--- config.mk ---
export PLATFORM = sky130hd
export DESIGN_NAME = regbank_param
export DESIGN_NICKNAME = d
export VERILOG_FILES = /design/src/rtl/regbank_param.sv
export SDC_FILE = /design/constraint.sdc
export NUM_CORES = 1
export LEC_CHECK = 0
export ABC_AREA = 1
export ABC_CLOCK_PERIOD_IN_PS = 3200
export BUFFER_PORTS_ARGS = -buffer_cell sky130_fd_sc_hd__buf_2
export CORE_UTILIZATION = 55
export CTS_CLUSTER_SIZE = 10
export DETAILED_ROUTE_END_ITERATION = 10
export PLACE_DENSITY_LB_ADDON = 0.12
export REMOVE_ABC_BUFFERS = 1
export SYNTH_ARGS = -nofsm -noshare
export SYNTH_HDL_FRONTEND = slang
export SYNTH_SLANG_ARGS = --single-unit
--- constraint.sdc ---
create_clock -name clk -period 3.2 [get_ports clk]
set_input_delay 0.16 -clock clk [delete_from_list [all_inputs] [get_ports clk]]
set_output_delay 0.16 -clock clk [all_outputs]
set_load 0.02 [all_outputs]
--- src/rtl/regbank_param.sv ---
// Parameterised register bank: one write port, two combinational read ports with
// optional write-through, a synchronised external-input slot and a clear sweep.
module regbank_param #(
  parameter int WIDTH     = 16,
  parameter int DEPTH     = 16,
  parameter int ADDR_W    = 4,
  parameter bit INPUT_EN  = 1'b1,
  parameter int INPUT_IDX = 5,
  parameter bit BYPASS    = 1'b1
) (
  input  logic              clk,
  input  logic              reset,
  input  logic              wr_en,
  input  logic [ADDR_W-1:0] wr_addr,
  input  logic [WIDTH-1:0]  wr_data,
  input  logic [ADDR_W-1:0] rd_addr_a,
  output logic [WIDTH-1:0]  rd_data_a,
  input  logic [ADDR_W-1:0] rd_addr_b,
  output logic [WIDTH-1:0]  rd_data_b,
  input  logic [WIDTH-1:0]  ext_in,
  input  logic              ext_strobe,
  input  logic              clr_req,
  output logic              busy,
  output logic              wr_err,
  output logic              ext_changed
);
  typedef enum logic {IDLE, CLEAR} state_t;

  localparam logic [ADDR_W:0]   DEPTH_L = (ADDR_W+1)'(DEPTH);
  localparam logic [ADDR_W-1:0] LAST    = ADDR_W'(DEPTH-1);
  localparam logic [ADDR_W-1:0] IN_ADDR = ADDR_W'(INPUT_IDX);

  state_t                        state;
  logic [ADDR_W-1:0]             idx;
  logic [DEPTH-1:0][WIDTH-1:0]   regs;
  logic [WIDTH-1:0]              sync0, sync1;
  logic                          wr_ok, in_clr;

  assign busy   = (state == CLEAR);
  assign wr_ok  = wr_en && !busy && ({1'b0, wr_addr} < DEPTH_L) &&
                  !(INPUT_EN && (wr_addr == IN_ADDR));
  // The sweep owns the input slot on the cycle it reaches it.
  assign in_clr = busy && (idx == IN_ADDR);

  for (genvar i = 0; i < DEPTH; i++) begin : g_reg
    logic [WIDTH-1:0] q;
    logic             clr_hit;
    assign clr_hit = busy && (idx == ADDR_W'(i));
    assign regs[i] = q;
    if (INPUT_EN && (i == INPUT_IDX)) begin : g_in
      always_ff @(posedge clk or negedge reset)
        if (!reset)          q <= '0;
        else if (clr_hit)    q <= '0;
        else if (ext_strobe) q <= sync1;
    end else begin : g_rw
      always_ff @(posedge clk or negedge reset)
        if (!reset)                                  q <= '0;
        else if (clr_hit)                            q <= '0;
        else if (wr_ok && (wr_addr == ADDR_W'(i)))   q <= wr_data;
    end
  end

  always_comb begin
    rd_data_a = '0;
    rd_data_b = '0;
    for (int i = 0; i < DEPTH; i++) begin
      if (rd_addr_a == ADDR_W'(i)) rd_data_a = regs[i];
      if (rd_addr_b == ADDR_W'(i)) rd_data_b = regs[i];
    end
    if (BYPASS && wr_ok && (rd_addr_a == wr_addr)) rd_data_a = wr_data;
    if (BYPASS && wr_ok && (rd_addr_b == wr_addr)) rd_data_b = wr_data;
  end

  always_ff @(posedge clk or negedge reset)
    if (!reset) begin
      state       <= IDLE;
      idx         <= '0;
      sync0       <= '0;
      sync1       <= '0;
      wr_err      <= 1'b0;
      ext_changed <= 1'b0;
    end else begin
      sync0       <= ext_in;
      sync1       <= sync0;
      wr_err      <= wr_en && !wr_ok;
      ext_changed <= INPUT_EN && ext_strobe && !in_clr && (sync1 != regs[INPUT_IDX]);
      case (state)
        IDLE:
          if (clr_req) begin
            state <= CLEAR;
            idx   <= '0;
          end
        CLEAR:
          if (idx == LAST) begin
            state <= IDLE;
            idx   <= '0;
          end else begin
            idx <= idx + 1'b1;
          end
        default: state <= IDLE;
      endcase
    end
endmodule

==> metrics.md <==
| Metric | Value |
|---|---|
| Status | `finished, final reports clean` |
| # diodes | `0` |
| TritonCTS clock tree | `built` |
| Placeable Area | `27,800 um2` |
| First-iteration detailed-routing DRC count | `1,893` |
| Seq/Total Area, Yosys | `0.475` |
| Synth unique cells | `27` |
| Vias/cell | `6.05` |
| Initial Util | `0.560` |
| TritonCTS Buffers | `36` |
| Die height | `about 170 um` |
| CP Max Fanout | `12` |
| FF+latch count, synth | `295` |
| Final Skew | `between 0.02 and 0.025 ns` |
| Power Dens Cells | `624 nW/um2` |
| Gr usage total | `0.367` |
| Port-buffer cells | `83` |
| Sink Count | `295` |
| Clock root cell | `clkbuf_16` |
| Startpoint Class | `register` |
| Antenna violations before repair | `0` |
| Synth Warn # | `0` |
| HPWL after DPL | `35.4 mm` |
| Site Rows | `61` |
| Total power | `approximately 11 mW` |
| Commonest non-fill, non-tap cell in the layout | `nand2_1` |
| Worst EP required | `approximately 3 ns` |
| Synthesized area per cell | `around 7.4 um2` |
| Critical path arrival | `between 2 and 3 ns` |
| Crit-path cells | `nor2_1 -> o21ai_2 -> nor3_1 -> nand2_1 -> inv_1 -> nand2_1 -> nand2_1 -> buf_2` |
| Util after Layout | `0.629` |
| Setup_tns | `0 ns` |
| Routed length per instance | `approximately 20 um` |
| WS Path Type | `register to output pin` |
| Hold Fails Final Rpt | `0` |
| RSZ-0062 raised after global routing | `no` |
| Clock Path Buffers | `3` |
| Ports | `84` |
| Worst-path clk slew | `0.06 ns` |
| GPL Wtd Cong | `0.930` |
| Minimum clock period | `a little under 3 ns` |
| First-pass GRT wire length | `just over 80 mm` |
| Share of cells above drive strength 1 | `0.0906` |
| Worst R2R Path Depth | `6` |
| WP depth | `8` |
| Slew Viols, Final | `0` |
| CP Buf/Inv Count | `2` |
| Pin count of the biggest net entering global routing | `89` |
| Final #Nets | `between 2,000 and 2,500` |
| Worst path most repeated cell | `nand2_1` |
| Crit-path slowest cell | `dfrtp_1` |
| Maxcap violations | `0` |
| H-tree depth | `2` |
| HP Class | `input port to register` |
| Worst hold stages | `3` |
| VDD IR max | `around 0.49 mV` |
| Worst-Skew Late Latency | `roughly 0.53 ns` |
| Synth Instances | `2,088` |
| DIE WIDTH | `about 170 um` |
| Setup-failing EPs final | `0` |
| Congestion Overflow GR | `0` |
| Max-slew headroom | `0.369` |
| Leak | `8.05 nW` |
| CP Capture Type | `output pin` |
| Die ar. | `~29,000 um2` |
| Max frequency | `0.343 GHz` |
| Period utilisation layout | `0.912` |
| DR DRC count | `0` |
| ANT nets after route | `0` |
| Vias | `approximately 15,000` |
| Mapped Area | `15,500 um2` |
| Worst Tran Pin Value | `0.946 ns` |
| Area added between synthesis and finish | `12.3%` |
| Top delay family on crit path | `simple AND/OR/NAND/NOR gates` |
| Initial DRT Pass Iterations | `6` |
| Leading cell types in the layout, fill and taps excluded | `nand2_1 (515), dfrtp_1 (295), nand3_1 (255), nor2_1 (189), inv_1 (188)` |
| Vias in the first global route | `14,800` |
| Final wirelength | `52.0 mm` |
| Delay of the slowest critical-path stage | `0.54 ns` |
[state kept, by name, summed over array words and instances (netlist names)]
| register | cells |
|---|---|
| wr_err | 1 |
| g.q | 256 |
| sync1 | 16 |
| busy | 1 |
| ext_changed | 1 |
| sync0 | 16 |
| idx | 4 |
[logic make-up after synthesis]
logic type | synth area share
fa+ha+maj | 0.00322
buf+inv | 0.0842
simple gates | 0.302
flops | 0.475
compound gates | 0.128
xor+xnor | 0.00845
[through the flow]
step                instance area, um2  std cells  worst slack (ns)  hold WS (ns)
floorplan                        15000       1970              1.03        -0.136
global placement                 16200       2470             0.862         0.216
detailed placement               16200       2470             0.850         0.229
CTS                              17500       2542             0.352        0.0196
global route                     17500       2542             0.137        0.0435
finish                           17500       2542             0.281        0.0363
[per-layer routing]
metal,vias to the layer above,GRT usage,wire length [um]
li1,7051,-,-
met1,7276,0.496,21000
met2,874,0.575,23700
met3,174,0.0779,5280
met4,0,0.151,1990
met5,-,0,0
[Yosys cell counts]
library cell  count  share of area
a21oi_1          84          0.027
a41oi_1           1        0.00056
buf_1             1        0.00024
buf_2            49          0.016
buf_4             9         0.0043
buf_6             2         0.0014
clkbuf_1         55          0.013
clkbuf_2          2        0.00064
clkinv_1          2        0.00048
dfrtp_1         295           0.47
ha_1              4         0.0032
inv_1           188          0.045
inv_2            11         0.0027
nand2_1         515           0.12
nand2_2           3         0.0012
nand3_1         255          0.082
nand4_1          92          0.037
nor2_1          191          0.046
nor2_2           10         0.0040
nor2_4            6         0.0043
nor3_1            4         0.0013
nor4_1            3         0.0012
o21ai_0         152          0.049
o21ai_1          60          0.019
o21ai_2           1        0.00056
o22ai_1          78          0.031
xor2_1           15         0.0084
[worst min-delay path, stage by stage]
cell and delay (ns):
buf_2 0.17, nand3_1 0.11, o21ai_0 0.07
[final timing paths]
path,slack [ns],end,start
min reg2reg,0.34,sync1[1],sync0[1]
min,0.04,g_reg[11].q[8],wr_data[8]
min in group asynchronous,0.25,g_reg[1].q[10],reset
max in group asynchronous,2.11,g_reg[13].q[5],reset
max,0.28,rd_data_a[9],busy
max reg2reg,0.80,g_reg[11].q[8],busy
[power by group]
group	switching, mW	internal [mW]
logic	1.56	0.681
clock network	1.56	2.13
registers	0.571	4.39
total	3.70	7.20
[area by class of cell]
type | instances | area, um2
clock buffers | 48 | 977
flip-flops and latches | 295 | 7380
well taps | 378 | 473
clock inverters | 3 | 51.3
fillers | 2564 | 10300
multi-input cells | 1474 | 6860
repair buffers | 143 | 966
inverters | 201 | 754
[what timing repair did]
item,in CTS,in global routing
buffers inserted,0,0
hold buffers,21,0
resized for setup,0,0
endpoints found under the hold margin,113,0
No activity file was read; power rests on OpenSTA's default activity.
